==> config.mk <==
export PLATFORM = sky130hd
export DESIGN_NAME = fx_div
export DESIGN_NICKNAME = d
export VERILOG_FILES = /design/src/rtl/fx_div.sv
export SDC_FILE = /design/constraint.sdc
export NUM_CORES = 1
export LEC_CHECK = 0
export CAP_MARGIN = 10
export CORE_ASPECT_RATIO = 0.8
export CORE_MARGIN = 1.5
export CORE_UTILIZATION = 50
export CTS_CLUSTER_SIZE = 30
export DETAILED_ROUTE_END_ITERATION = 8
export DONT_BUFFER_PORTS = 1
export PLACE_DENSITY_LB_ADDON = 0.3
export SETUP_SLACK_MARGIN = 0.02
export SYNTH_ARGS = -nofsm -noshare
export SYNTH_HDL_FRONTEND = slang
export SYNTH_SLANG_ARGS = --single-unit
export TNS_END_PERCENT = 50
==> constraint.sdc <==
create_clock -name clk -period 3.89 [get_ports clk]
set_input_delay 0.389 -clock clk [delete_from_list [all_inputs] [get_ports clk]]
set_output_delay 0.389 -clock clk [all_outputs]
set_load 0.02 [all_outputs]
==> src/rtl/fx_div.sv <==
// Signed fixed-point divider, iterative radix-2 restoring core, valid/ready on both sides.
// Define FXDIV_ROUND_EN to round the quotient magnitude half away from zero instead of truncating.
module fx_div #(
  parameter int unsigned WIDTH     = 32,
  parameter int unsigned NUM_WIDTH = 64,
  parameter int unsigned QFRAC     = 16
) (
  input  logic                 clk,
  input  logic                 rst_n,
  input  logic                 valid_in,
  output logic                 ready_out,
  input  logic [NUM_WIDTH-1:0] numerator,
  input  logic [WIDTH-1:0]     denominator,
  output logic                 valid_out,
  input  logic                 ready_in,
  output logic [WIDTH-1:0]     result,
  output logic                 div_by_zero
);

  localparam int unsigned CNT_W = $clog2(NUM_WIDTH + 1);
  localparam int unsigned MAG_W = NUM_WIDTH + 1;

  localparam logic [MAG_W-1:0] NEG_LIM = MAG_W'(1) << (WIDTH - 1);
  localparam logic [MAG_W-1:0] POS_LIM = NEG_LIM - MAG_W'(1);
  localparam logic [WIDTH-1:0] RES_MAX = {1'b0, {(WIDTH-1){1'b1}}};
  localparam logic [WIDTH-1:0] RES_MIN = {1'b1, {(WIDTH-1){1'b0}}};

  // QFRAC only documents where the caller placed the binary point.
  if (QFRAC > WIDTH) begin : g_qfrac_chk
    $error("fx_div: QFRAC exceeds WIDTH");
  end

  typedef enum logic [1:0] {
    S_IDLE,
    S_BUSY,
    S_DONE
  } state_t;

  state_t                 r_state;
  state_t                 w_state_nxt;
  logic                   w_accept;
  logic                   w_last;

  logic                   r_valid_out;
  logic                   r_ready_out;
  logic [WIDTH-1:0]       r_result;
  logic                   r_div_by_zero;

  logic [CNT_W-1:0]       r_cnt;
  logic [NUM_WIDTH-1:0]   r_q;
  logic [WIDTH-1:0]       r_rem;
  logic [WIDTH-1:0]       r_den;
  logic                   r_neg;
  logic                   r_num_neg;
  logic                   r_dbz;

  logic [NUM_WIDTH-1:0]   w_num_mag;
  logic [WIDTH-1:0]       w_den_mag;
  logic [WIDTH:0]         w_rem_sh;
  logic                   w_ge;
  logic                   w_round;
  logic [MAG_W-1:0]       w_qmag;
  logic [WIDTH-1:0]       w_res;

  assign valid_out   = r_valid_out;
  assign ready_out   = r_ready_out;
  assign result      = r_result;
  assign div_by_zero = r_div_by_zero;

  // Next-state decode.
  always_comb begin
    w_state_nxt = r_state;
    w_accept    = 1'b0;
    w_last      = 1'b0;
    case (r_state)
      S_IDLE: begin
        if (valid_in && r_ready_out) begin
          w_accept    = 1'b1;
          w_state_nxt = S_BUSY;
        end
      end
      S_BUSY: begin
        if (r_cnt == CNT_W'(NUM_WIDTH)) begin
          w_last      = 1'b1;
          w_state_nxt = S_DONE;
        end
      end
      S_DONE: begin
        if (ready_in) begin
          w_state_nxt = S_IDLE;
        end
      end
      default: w_state_nxt = S_IDLE;
    endcase
  end

  // State register; handshake outputs follow the next state so they are registered.
  always_ff @(posedge clk or negedge rst_n) begin
    if (!rst_n) begin
      r_state     <= S_IDLE;
      r_valid_out <= 1'b0;
      r_ready_out <= 1'b1;
    end else begin
      r_state     <= w_state_nxt;
      r_valid_out <= (w_state_nxt == S_DONE);
      r_ready_out <= (w_state_nxt == S_IDLE);
    end
  end

  // Magnitudes fit unsigned in the operand width, including the most-negative value.
  always_comb begin
    w_num_mag = numerator[NUM_WIDTH-1] ? (~numerator + NUM_WIDTH'(1)) : numerator;
    w_den_mag = denominator[WIDTH-1] ? (~denominator + WIDTH'(1)) : denominator;
    w_rem_sh  = {r_rem, r_q[NUM_WIDTH-1]};
    w_ge      = (w_rem_sh >= {1'b0, r_den});
`ifdef FXDIV_ROUND_EN
    w_round   = ({r_rem, 1'b0} >= {1'b0, r_den});
`else
    w_round   = 1'b0;
`endif
    w_qmag    = {1'b0, r_q} + MAG_W'(w_round);
    if (r_dbz) begin
      w_res = r_num_neg ? RES_MIN : RES_MAX;
    end else if (r_neg) begin
      w_res = (w_qmag > NEG_LIM) ? RES_MIN : WIDTH'(~w_qmag + MAG_W'(1));
    end else begin
      w_res = (w_qmag > POS_LIM) ? RES_MAX : WIDTH'(w_qmag);
    end
  end

  // Restoring iteration: dividend shifts out of r_q while quotient bits shift in.
  always_ff @(posedge clk or negedge rst_n) begin
    if (!rst_n) begin
      r_cnt         <= '0;
      r_q           <= '0;
      r_rem         <= '0;
      r_den         <= '0;
      r_neg         <= 1'b0;
      r_num_neg     <= 1'b0;
      r_dbz         <= 1'b0;
      r_result      <= '0;
      r_div_by_zero <= 1'b0;
    end else begin
      if (w_accept) begin
        r_cnt     <= '0;
        r_q       <= w_num_mag;
        r_rem     <= '0;
        r_den     <= w_den_mag;
        r_neg     <= numerator[NUM_WIDTH-1] ^ denominator[WIDTH-1];
        r_num_neg <= numerator[NUM_WIDTH-1];
        r_dbz     <= (denominator == '0);
      end else if ((r_state == S_BUSY) && !w_last) begin
        r_cnt <= r_cnt + CNT_W'(1);
        r_q   <= {r_q[NUM_WIDTH-2:0], w_ge};
        r_rem <= w_ge ? WIDTH'(w_rem_sh - {1'b0, r_den}) : WIDTH'(w_rem_sh);
      end
      if (w_last) begin
        r_result      <= w_res;
        r_div_by_zero <= r_dbz;
      end
    end
  end

endmodule

==> summary.md <==
| Metric | Value |
|---|---|
| Die span in y | 140.7 um |
| Maximum count of clock buffers along a single path | 2 |
| Final worst setup slack | 377.7 ps |
| Maximum number of pins on one net before global-route repair | 176 |
| Post-route standard cell area excluding fillers | 12750 um2 |
| Net count after synthesis | 1583 |
| Unrepaired setup endpoints after global routing | false |
| Leading post-synthesis cells by cell area | dfrtp_1 (37%), nand2_1 (7.1%), o21ai_0 (6.4%) |
| Count of yosys warnings during synthesis | 0 |
| Final HPWL from detailed placement | 21.95 mm |
| Library cell used as clock root buffer | clkbuf_16 |
| Worst vdd rail ir drop | 0.4668 mV |
| CTS buffer count | 17 |
| Power per cell area | 911.1 nW/um2 |
| Remaining number of nets flagged by the antenna check after routing | 0 |
| Global-route wire length before repair | 51.07 mm |
| Tmin final | 3512 ps |
| Post-route worst hold slack | -369.6 ps |
| Worst skew pair latency | 450 ps |
| Failing checks | negative hold slack |
| Final non-filler cell total | 1731 |
| Num rows | 50 |
| Per-cell routed wire length | 17.84 um |
| Final setup fails | 0 |
| GRT Residual Overflow | 0 |
| Total Power | 11.62 mW |
| Synthesized-area fraction occupied by ao, oa, aoi and oai cells | 0.2217 |
| Per-instance average area after synthesis | 8.196 um2 |
| Unique cell type count in the Yosys netlist | 67 |
| Number of hold violations in the final report | 175 |
| Die area | 24630 um2 |
| Vias in the first global route | 9856 |
| Flops & latches, synth | 175 |
| Cell with the most instances after synthesis | nand2_1 |
| First-pass iteration count of the detailed router | 5 |
| Maximum capacitance violations | 0 |
| Most instantiated flip-flop cell in the synthesis netlist | dfrtp_1 |
| Number of diodes | 0 |
| Final net count | 1544 |
| Post-synthesis instance total | 1445 |
| Share of the core filled with cells | 0.5466 |
| Share of the clock period used by the worst path | 0.9029 |
| Setup Skew | 16.78 ps |
| Sequential cell area fraction in the yosys report | 0.3698 |
| Count of boundary I/O pins | 135 |
| Post-synthesis instance area | 11840 um2 |
| Post-DR vias/cell | 6.103 |
| Total global-route track usage | 0.2559 |
| Slew @ Worst Pin | 828.5 ps |
| Nature of the critical path endpoint | register |
| Run status | complete, but fails checks |
| Synthesis-to-layout area growth | 7.690% |
| X dimension of the die | 175.1 um |
| Largest area contributor in the synthesized netlist | dfrtp_1 |
| Xor and xnor fraction of the mapped netlist area | 0.09318 |
| Startpoint type of the worst setup path | register |
| First-iteration detailed-routing DRC count | 841 |
| Max Fanout on Critical Path | 10 |
| Drt drc | 0 |
| Type of the worst setup path | reg2reg |
| List of most frequent post-synthesis cells | nand2_1 (223), dfrtp_1 (174), o21ai_0 (152), nor2_1 (103), a21oi_1 (75) |
| Portion of netlist area occupied by mux cells | 0.02292 |
| Sum of negative setup slack | 0 ps |
| Final Routed Wirelength | 30.88 mm |
| LEAKAGE | 5.349 nW |
| Post-synth EDFFs | 0 |
| Routability-driven placement congestion ratio | 0.8947 |
| Core region area | 23330 um2 |
| Final max-slew violation count | 0 |
| Class of the most critical hold timing path | in2async |
| Level count of the clock H-tree | 4 |
| Headroom to the max-slew limit | 0.4476 |
| Adder-cell area share of the yosys netlist | 0.04078 |
| Area share of the largest cell type after synthesis | 0.3676 |
| Post-CTS clock slew at the launch and capture registers of the worst setup and hold paths | 80 ps |
| TritonCTS clock tree | done |
| Fraction of layout cells with a size suffix above 1 | 0.06131 |
| Total placed cells including tap cells | 1699 |
| Number of vias after detailed routing | 10560 |
| Arrival time reported for the critical path endpoint | 3830 ps |
| Setup slack after placement | 294.4 ps |
| Port buffer count | 0 |
| Antenna violations before repair | 0 |
| TritonCTS sink count | 175 |
| Starting density of the core | 0.5076 |
| Required time of the critical path | 4210 ps |
| Main combinational cell family by area after synthesis | compound AO/OA/AOI/OAI gates |
| Placed Instance Area | 12160 um2 |
| Post-synthesis async set-or-reset flop share | 1.000 |
| Post-synthesis simple-gate area fraction | 0.2086 |
| Fmax | 284.7 MHz |
[kinds of logic (layout without fill, tap and decap cells)]
group	count (synthesis)	after routing
AOI/OAI and AO/OA	421	421
xor gates and xnor gates	126	126
adders and majority gates	38	38
buffers and inverters	133	107
DFF	175	175
muxes	27	27
and+or+nand+nor	525	525
[flip-flops by register name (all words and copies together), names as in the netlist]
name / cells
r_q: 64
r_den: 32
r_rem: 32
result: 32
r_cnt: 7
r_state: 2
div_by_zero: 1
r_dbz: 1
r_neg: 1
r_num_neg: 1
ready_out: 1
valid_out: 1
[layout by cell type, fill, tap and decap left out, drive strengths merged, types with 15 or more instances in the layout]
master	Yosys	layout
a21oi	75	75
a31oi	51	51
buf	15	22
clkbuf	65	17
dfrtp	174	174
ha	37	37
inv	53	60
mux2i	26	26
nand2	223	223
nand3	46	46
nor2	103	103
nor3	20	20
nor4	18	18
o21ai	155	155
o22ai	15	15
o31ai	41	41
or3	30	30
or4	19	19
xnor2	65	65
xor2	61	61
[critical path: stages, from the launching register on]
cell       delay (ps)
dfrtp_1           400
ha_1              300
nor2b_1           180
o2111ai_1         140
a311oi_1          460
o2111ai_1         270
a221oi_1          440
o21ai_0           200
nand2_1           340
buf_4             300
mux2i_1           230
o21ai_0           110
[cell type report]
type,instances,area [um2]
clock buffer,17,425.4
timing repair buffer,22,177.7
clock inverter,15,171.4
tap,312,390.4
multi-input combinational,1137,7010
inverter,53,198.9
sequential,175,4380
fill,2160,10580
[worst paths after layout]
path                                        from                      to  slack [ps]  depth (start not counted)
setup / recovery            r_rem[0]$_DFFE_PN0P_   r_rem[12]$_DFFE_PN0P_         380                         11
hold / removal                             rst_n  result[17]$_DFFE_PN0P_        -370                          0
hold reg to reg            r_den[13]$_DFFE_PN0P_   r_den[13]$_DFFE_PN0P_         490                          2
min in group clk                   numerator[63]   r_num_neg$_DFFE_PN0P_          50                          2
setup reg to reg            r_rem[0]$_DFFE_PN0P_   r_rem[12]$_DFFE_PN0P_         380                         11
max in group asynchronous                  rst_n     ready_out$_DFF_PN1_        3920                          0
[power by group]
part / switching, mW / internal (mW) / total (mW)
Clock: 0.873 / 0.866 / 1.74
Combinational: 3.41 / 2.59 / 5.99
Sequential: 1.14 / 2.74 / 3.89
[repair_timing]
action / in CTS / in global routing
hold endpoints to repair: 175 / 175
resized for setup: 0 / 0
buffers inserted: 0 / 0
[layer usage]
metal	share of wire	wire, um	vias to the layer above	track usage
met5	0	0	-	0
met4	0.019	572	0	0.07018
met3	0.076	2332	47	0.06607
met2	0.42	12850	351	0.3592
met1	0.49	15130	5054	0.3862
li1	-	-	5112	-
(Power assumes the default switching activity.)
